--- src/rtl/hw_mailbox_pkg.sv ---
// Shared types and constants for the software/hardware mailbox.
package hw_mailbox_pkg;

    localparam int unsigned N_WORDS = 16;
    localparam int unsigned DATA_W  = 32;
    localparam int unsigned SEQ_W   = 6;
    localparam int unsigned IDX_W   = $clog2(N_WORDS);

    typedef enum logic [2:0] {
        S_IDLE,
        S_CAPTURE,
        S_CHECK,
        S_COMMIT,
        S_DONE,
        S_ERR,
        S_ABORT
    } mb_state_t;

    localparam logic [1:0] CMD_IDLE  = 2'b00;
    localparam logic [1:0] CMD_REQ   = 2'b01;
    localparam logic [1:0] CMD_ABORT = 2'b10;
    localparam logic [1:0] CMD_ILL   = 2'b11;

    localparam logic [1:0] RSP_IDLE  = 2'b00;
    localparam logic [1:0] RSP_DONE  = 2'b01;
    localparam logic [1:0] RSP_ERR   = 2'b10;
    localparam logic [1:0] RSP_ABORT = 2'b11;

endpackage

--- src/rtl/mailbox_checksum.sv ---
// Rotate-left-by-one / XOR frame checksum accumulator with clear and enable.
module mailbox_checksum
    import hw_mailbox_pkg::*;
(
    input  logic              clk,
    input  logic              reset,
    input  logic              clear,
    input  logic              enable,
    input  logic [DATA_W-1:0] data,
    output logic [DATA_W-1:0] acc
);

    always_ff @(posedge clk or posedge reset) begin
        if (reset) begin
            acc <= '0;
        end else if (clear) begin
            acc <= '0;
        end else if (enable) begin
            acc <= {acc[DATA_W-2:0], acc[DATA_W-1]} ^ data;
        end
    end

endmodule

--- src/rtl/hw_mailbox_responder.sv ---
// Hardware end of the Nios mailbox: captures, checksums and commits a
// 16-word frame into a double-buffered active frame, answering with a 4-phase handshake.
module hw_mailbox_responder
    import hw_mailbox_pkg::*;
(
    input  logic        clk,
    input  logic        reset,
    input  logic [1:0]  to_hw_sig,
    input  logic [31:0] to_hw_port0,
    input  logic [31:0] to_hw_port1,
    input  logic [31:0] to_hw_port2,
    input  logic [31:0] to_hw_port3,
    input  logic [31:0] to_hw_port4,
    input  logic [31:0] to_hw_port5,
    input  logic [31:0] to_hw_port6,
    input  logic [31:0] to_hw_port7,
    input  logic [31:0] to_hw_port8,
    input  logic [31:0] to_hw_port9,
    input  logic [31:0] to_hw_port10,
    input  logic [31:0] to_hw_port11,
    input  logic [31:0] to_hw_port12,
    input  logic [31:0] to_hw_port13,
    input  logic [31:0] to_hw_port14,
    input  logic [31:0] to_hw_port15,
    output logic [1:0]  to_sw_sig,
    output logic [31:0] to_sw_port0,
    output logic [31:0] to_sw_port1,
    output logic [7:0]  to_sw_port2,
    input  logic [31:0] game_status,
    input  logic [3:0]  frame_rd_addr,
    output logic [31:0] frame_rd_data,
    output logic        frame_valid,
    input  logic        frame_busy
);

    mb_state_t         state;
    logic [1:0]        sig_q;
    logic [IDX_W-1:0]  idx;
    logic [SEQ_W-1:0]  seq;
    logic              err;
    logic              ovf;
    logic [DATA_W-1:0] acc;
    logic [DATA_W-1:0] hw_words [N_WORDS];
    logic [DATA_W-1:0] shadow   [N_WORDS];
    logic [DATA_W-1:0] active   [N_WORDS];

    assign hw_words[0]  = to_hw_port0;
    assign hw_words[1]  = to_hw_port1;
    assign hw_words[2]  = to_hw_port2;
    assign hw_words[3]  = to_hw_port3;
    assign hw_words[4]  = to_hw_port4;
    assign hw_words[5]  = to_hw_port5;
    assign hw_words[6]  = to_hw_port6;
    assign hw_words[7]  = to_hw_port7;
    assign hw_words[8]  = to_hw_port8;
    assign hw_words[9]  = to_hw_port9;
    assign hw_words[10] = to_hw_port10;
    assign hw_words[11] = to_hw_port11;
    assign hw_words[12] = to_hw_port12;
    assign hw_words[13] = to_hw_port13;
    assign hw_words[14] = to_hw_port14;
    assign hw_words[15] = to_hw_port15;

    assign to_sw_port2   = {seq, err, ovf};
    assign frame_rd_data = active[frame_rd_addr];

    mailbox_checksum u_checksum (
        .clk    (clk),
        .reset  (reset),
        .clear  (state == S_CAPTURE),
        .enable ((state == S_CHECK) && (sig_q == CMD_REQ)),
        .data   (shadow[idx]),
        .acc    (acc)
    );

    always_ff @(posedge clk or posedge reset) begin
        if (reset) begin
            state       <= S_IDLE;
            sig_q       <= CMD_IDLE;
            idx         <= '0;
            seq         <= '0;
            err         <= 1'b0;
            ovf         <= 1'b0;
            to_sw_sig   <= RSP_IDLE;
            to_sw_port0 <= '0;
            to_sw_port1 <= '0;
            frame_valid <= 1'b0;
            for (int unsigned i = 0; i < N_WORDS; i++) begin
                shadow[i] <= '0;
                active[i] <= '0;
            end
        end else begin
            sig_q       <= to_hw_sig;
            frame_valid <= 1'b0;
            case (state)
                S_IDLE: begin
                    case (sig_q)
                        CMD_REQ:   state <= S_CAPTURE;
                        CMD_ILL:   state <= S_ERR;
                        CMD_ABORT: state <= S_ABORT;
                        default:   state <= S_IDLE;
                    endcase
                end
                S_CAPTURE: begin
                    for (int unsigned i = 0; i < N_WORDS; i++) shadow[i] <= hw_words[i];
                    idx   <= '0;
                    state <= (sig_q == CMD_ABORT) ? S_ABORT : S_CHECK;
                end
                S_CHECK: begin
                    if (sig_q == CMD_ABORT) begin
                        state <= S_ABORT;
                    end else if (sig_q != CMD_REQ) begin
                        state <= S_ERR;
                    end else begin
                        idx <= idx + 1'b1;
                        if (idx == IDX_W'(N_WORDS - 1)) state <= S_COMMIT;
                    end
                end
                S_COMMIT: begin
                    for (int unsigned i = 0; i < N_WORDS; i++) active[i] <= shadow[i];
                    frame_valid <= 1'b1;
                    to_sw_port0 <= game_status;
                    to_sw_port1 <= acc;
                    seq         <= seq + 1'b1;
                    ovf         <= frame_busy;
                    err         <= 1'b0;
                    state       <= S_DONE;
                end
                // Each response is shown for at least one cycle before it may be withdrawn.
                S_DONE: begin
                    if (to_sw_sig == RSP_DONE && (sig_q == CMD_IDLE || sig_q == CMD_ABORT)) begin
                        to_sw_sig <= RSP_IDLE;
                        state     <= S_IDLE;
                    end else begin
                        to_sw_sig <= RSP_DONE;
                    end
                end
                S_ERR: begin
                    err <= 1'b1;
                    if (to_sw_sig == RSP_ERR && sig_q == CMD_IDLE) begin
                        to_sw_sig <= RSP_IDLE;
                        state     <= S_IDLE;
                    end else begin
                        to_sw_sig <= RSP_ERR;
                    end
                end
                S_ABORT: begin
                    if (to_sw_sig == RSP_ABORT && sig_q == CMD_IDLE) begin
                        to_sw_sig <= RSP_IDLE;
                        state     <= S_IDLE;
                    end else begin
                        to_sw_sig <= RSP_ABORT;
                    end
                end
                default: state <= S_IDLE;
            endcase
        end
    end

endmodule

--- config.mk ---
export PLATFORM = sky130hd
export DESIGN_NAME = hw_mailbox_responder
export DESIGN_NICKNAME = d
export VERILOG_FILES = /design/src/rtl/hw_mailbox_pkg.sv /design/src/rtl/mailbox_checksum.sv /design/src/rtl/hw_mailbox_responder.sv
export SDC_FILE = /design/constraint.sdc
export NUM_CORES = 2
export LEC_CHECK = 0
export BUFFER_PORTS_ARGS = -buffer_cell sky130_fd_sc_hd__buf_2
export CORE_MARGIN = 5
export CORE_UTILIZATION = 54
export CTS_BUF_LIST = sky130_fd_sc_hd__clkbuf_8
export DETAILED_ROUTE_END_ITERATION = 6
export GPL_ROUTABILITY_DRIVEN = 0
export PLACE_DENSITY_LB_ADDON = 0.12
export SYNTH_ARGS = -nofsm -noshare
export SYNTH_HDL_FRONTEND = slang
export SYNTH_HIERARCHICAL = 1
export SYNTH_SLANG_ARGS = --single-unit
--- constraint.sdc ---
create_clock -name clk -period 33.6 [get_ports clk]
set_input_delay 1.68 -clock clk [delete_from_list [all_inputs] [get_ports clk]]
set_output_delay 1.68 -clock clk [all_outputs]
set_load 0.02 [all_outputs]
# Yosys cells after proc, flatten, opt, wreduce, memory -nomap -nowiden
# Index checks and enable logic that the tools add are counted.
dict set report totals {
  regBits 1140
  output_inout_bits 107
  elab_cells 109
}
dict set report classes {
  addsub 2
  n_lt_le_gt_ge 2
  n_eq_ne 20
  n_mux 26
  bitwise_logic 3
  n_reduce_logical 13
}
# operator n
set ops {}
lappend ops {{$bmux 32 s4} 2}
lappend ops {{$mux 32} 6}
lappend ops {{$xor 32x32->32} 1}
lappend ops {{$mux 3} 7}
lappend ops {{$pmux 3 s7} 1}
lappend ops {{$ge 5x5->1 const B} 2}
lappend ops {{$ne 2x2->1 const B} 5}
lappend ops {{$not 4->5} 2}
lappend ops {{$eq 3x3->1 const B} 3}
lappend ops {{$pmux 3 s3} 1}
lappend ops {{$eq 2x2->1 const B} 4}
lappend ops {{$mux 4} 2}
lappend ops {{$pmux 4 s2} 1}
lappend ops {{$add 6x1->6 const B} 1}
lappend ops {{$eq 3x2->1 const B} 2}
lappend ops {{$pmux 2 s3} 1}
lappend ops {{$reduce_bool 2->1} 3}
lappend ops {{$add 4x1->4 const B} 1}
lappend ops {{$eq 2x1->1 const B} 2}
lappend ops {{$eq 4x4->1 const B} 1}
lappend ops {{$logic_and 1x1->1} 4}
lappend ops {{$mux 2} 2}
lappend ops {{$ne 4x1->1 const B} 1}
lappend ops {{$reduce_and 4->1} 1}
lappend ops {{other kinds (9)} 10}

# Logic depth before layout (Yosys ltp)
dict set report logic_depth {
  ltp_word 7
  depth_mapped 9
}

# Cells and area by module
# Netlist, hierarchy kept.
# module instances cells_per_inst area_each_um2 seq_area_each_um2
set by_module_without_submodules {}
lappend by_module_without_submodules {hw_mailbox_responder 1 5311 49508.7 27726.6}
lappend by_module_without_submodules {mailbox_checksum 1 139 1695.4 800.8}

# Worst setup path before layout
# Ideal clock, no wire load.
dict set report synth_timing {
  path_type {input to output}
  from {input port frame_rd_addr[1]}
  to {output port frame_rd_data[10]}
  arrival_time_ps 3155
  path_slack_ps 28765
  stages 4
  n_path_buf 2
  cell_sequence {buf_2 -> clkbuf_1 -> mux4_2 -> mux4_2}
}
dict set report synth_via {
  elab_chain_len 4
}
# element line_no
set synth_lines {}
lappend synth_lines {{start, declared} hw_mailbox_responder.sv:30} ;# input logic [3:0] frame_rd_addr,
lappend synth_lines {{$not 4->5 (not written as such)} hw_mailbox_responder.sv:65} ;# assign frame_rd_data = active[frame_rd_addr];
lappend synth_lines {{$bmux 32 s4} hw_mailbox_responder.sv:65}
lappend synth_lines {{$mux 32 (not written as such) (2 in series)} hw_mailbox_responder.sv:65}
lappend synth_lines {{end, declared} hw_mailbox_responder.sv:31} ;# output logic [31:0] frame_rd_data,
# Every way passes these cells. The select of a mux whose other input is x is not followed.

# Worst setup path after layout
dict set report layout_timing {
  from {input port frame_rd_addr[1]}
  to {output port frame_rd_data[15]}
}
# The elaborated chain is that of the path after synthesis.

==> impl_metrics.env <==
export IMPL_crit_top_cell="mux4_2"
export IMPL_fmaxAchievable_ghz=0.155
export IMPL_grt_setup_unrepaired="no"
export IMPL_clock_path_buffers=3
export IMPL_syn_area_um2=51200
export IMPL_place_ws_ns=27.11
export IMPL_grt_overflow_total=0
export IMPL_synth_edf_count=0
export IMPL_postCtsHoldBufs=0
export IMPL_startpoint_type="input pin"
export IMPL_routed_via_density=5.63
export IMPL_cap_violations=0
export IMPL_power_density_nw_per_um2=97.1
export IMPL_routed_wl_um=177000
export IMPL_grt_pass1_wl_um=264000
export IMPL_synth_avg_cell_area_um2=9.40
export IMPL_start_util_pct=54.1
export IMPL_layout_drive_gt1_share_pct=20.3
export IMPL_grt_pass1_vias=40600
export IMPL_cts_tree="done"
export IMPL_port_buffers=659
export IMPL_final_hold_viol_count=0
export IMPL_clk_pin_slew_ns=0.06
export IMPL_nFillCells=8196
export IMPL_layout_common_cells="3313 x nand2_1, 1137 x dfrtp_1, 656 x buf_2, 246 x clkbuf_8, 211 x mux4_2"
export IMPL_drt_iter0_drc=4572
export IMPL_htreeDepth=4
export IMPL_antenna_found_initial=16
export IMPL_path_cells="buf_6 > buf_4 > mux4_2 > mux4_2 > buf_2"
export IMPL_end_kind="output pin"
export IMPL_fin_crit_ns=6.46
export IMPL_numCtsBuffers=186
export IMPL_yosys_top_cells_area="dfrtp_1 56%, nand2_1 24%, mux4_2 9.3%"
export IMPL_max_slew_margin_pct=7.81
export IMPL_syn2layout_area_growth_pct=15.2
export IMPL_synth_cell_types=41
export IMPL_post_cts_resized=0
export IMPL_crit_required_ns=31.92
export IMPL_p_leak_nw=31.1
export IMPL_synth_largest_area_cell="dfrtp_1"
export IMPL_yosysWarnings=6
export IMPL_grt_max_degree=238
export IMPL_design_area_um2=59000
export IMPL_finClkSkew_ns=0.0297
export IMPL_postCtsSetupRepairBufs=0
export IMPL_yosysSeqAreaShare_pct=55.7
export IMPL_vias=41800
export IMPL_async_flop_share_pct=100
export IMPL_synth_seq_cells=1140
export IMPL_worst_pin_slew_ns=1.38
export IMPL_clockRootBuffer="clkbuf_8"
export IMPL_firstDrtPassIters=6
export IMPL_outcome="completed"
export IMPL_avgRoutedWirePerCell_um=23.9
export IMPL_rows=113
export IMPL_syn_nets=6010
export IMPL_fin_cells=7431
export IMPL_slowest_stage="buf_4"
export IMPL_placed_area_um2=55000
export IMPL_layout_commonest_cell="nand2_1"
export IMPL_fin_tns_setup_ns=0
export IMPL_max_stage_delay_ns=0.86
export IMPL_fin_crit_sh_pct=19.2
export IMPL_crit_fanout=71
export IMPL_ys_flop_type="dfrtp_1"
export IMPL_r2r_start="state[2]"
export IMPL_cts_sinks=1140
export IMPL_hp_class="flop to flop"
export IMPL_yosysTopAreaCellShare_pct=55.7
export IMPL_antenna_left=0
export IMPL_dp_cells=7071
export IMPL_synth_cells=5450
export IMPL_slew_viol_final=0
export IMPL_timing_final_ws_setup_ns=27.14
export IMPL_dp_hpwl_um=124000
export IMPL_layout_nets=6554
export IMPL_boundaryPins=660
export IMPL_peakVddDrop_mv=0.0531
export IMPL_grt_usage_pct=34.7
export IMPL_criticalPathCategory="input pin to output pin"
export IMPL_hold_start="to_sw_port0[13]"
export IMPL_clkLatencyLatePin_ns=0.86
export IMPL_setup_viol=0
export IMPL_crit_arrival_ns=4.78
export IMPL_crit_start="frame_rd_addr[1]"
export IMPL_drcViolationCount=0
export IMPL_die_w_um=318
export IMPL_dieArea_um2=101000
export IMPL_core_um2=94600
export IMPL_power_mw=5.73
export IMPL_die_h_um=318
area by class of cell:
| class | count | area, µm² | area share, % |
|---|---|---|---|
| Tap cell | 1265 | 1580 | 2.68 |
| Clock inverter | 95 | 578 | 0.980 |
| Timing Repair Buffer | 703 | 3710 | 6.29 |
| Inverter | 11 | 63.8 | 0.108 |
| Multi-Input combinational cell | 3952 | 21100 | 35.7 |
| Clock buffer | 246 | 3390 | 5.74 |
| Antenna cell | 19 | 47.5 | 0.0806 |
| Sequential cell | 1140 | 28500 | 48.4 |
critical path: cells and delay by family:
family                 cells  cell delay (ns)
buffers and inverters      3             1.72
multiplexers               2             1.18
Yosys cell counts (all sizes together), types with 5 or more instances:
library cell	count
nand2	3313
dfrtp	1140
mux4	224
buf	175
clkbuf	172
mux2i	129
a221oi	64
nor2	38
o21ai	38
xnor2	37
a211oi	32
a22oi	32
inv	11
ha	7
nand3	5
stage by stage:
| step | util, % | hold slack, ns |
|---|---|---|
| 3_3_place_gp | 58.1 | 0.450 |
| 3_5_place_dp | 58.1 | 0.455 |
| 4_1_cts | 62.3 | 0.470 |
| 2_1_floorplan | - | 0.437 |
| 5_1_grt | 62.3 | 0.488 |
| 6_report | 62.3 | 0.470 |
per-layer routing:
metal,global-route usage [%],part of all wire [%],up-vias
li1,-,-,18600
met1,51.5,42,20700
met2,46.4,40,2207
met3,13.0,13,323
met4,13.7,4.5,6
met5,0,0.015,-
path summary, 6_finish.rpt:
| path | slack (ns) | endpoint | cells past startpoint |
|---|---|---|---|
| min | 0.47 | to_sw_port0[13] | 2 |
| max reg2reg | 29.21 | active[168] | 7 |
| min in group asynchronous | 1.01 | to_sw_port0[7] | 2 |
| max | 27.14 | frame_rd_data[15] | 5 |
| max in group asynchronous | 29.21 | shadow[150] | 5 |
| min reg2reg | 0.47 | to_sw_port0[13] | 2 |
power breakdown:
part	total (mW)	switching (mW)	internal, mW
Combinational	1.78	1.04	0.741
Sequential	2.67	0.675	1.99
Clock	1.28	0.578	0.699
cell families after synthesis:
logic type / synth area share (%)
buffers and inverters: 3.24
flip-flops: 55.7
AND/OR/NAND/NOR: 24.9
AO/OA/AOI/OAI: 2.85
XOR/XNOR: 0.667
multiplexers: 12.5
adder cells (fa/ha/maj): 0.171
state kept, by name (all words and copies together) (netlist names), 3 cells and up:
register and flops:
active 512, idx 4, seq 6, shadow 512, state 3, to_sw_port0 32, to_sw_port1 32, u_checksum/acc 32
No activity file was read; power rests on OpenSTA's default activity.
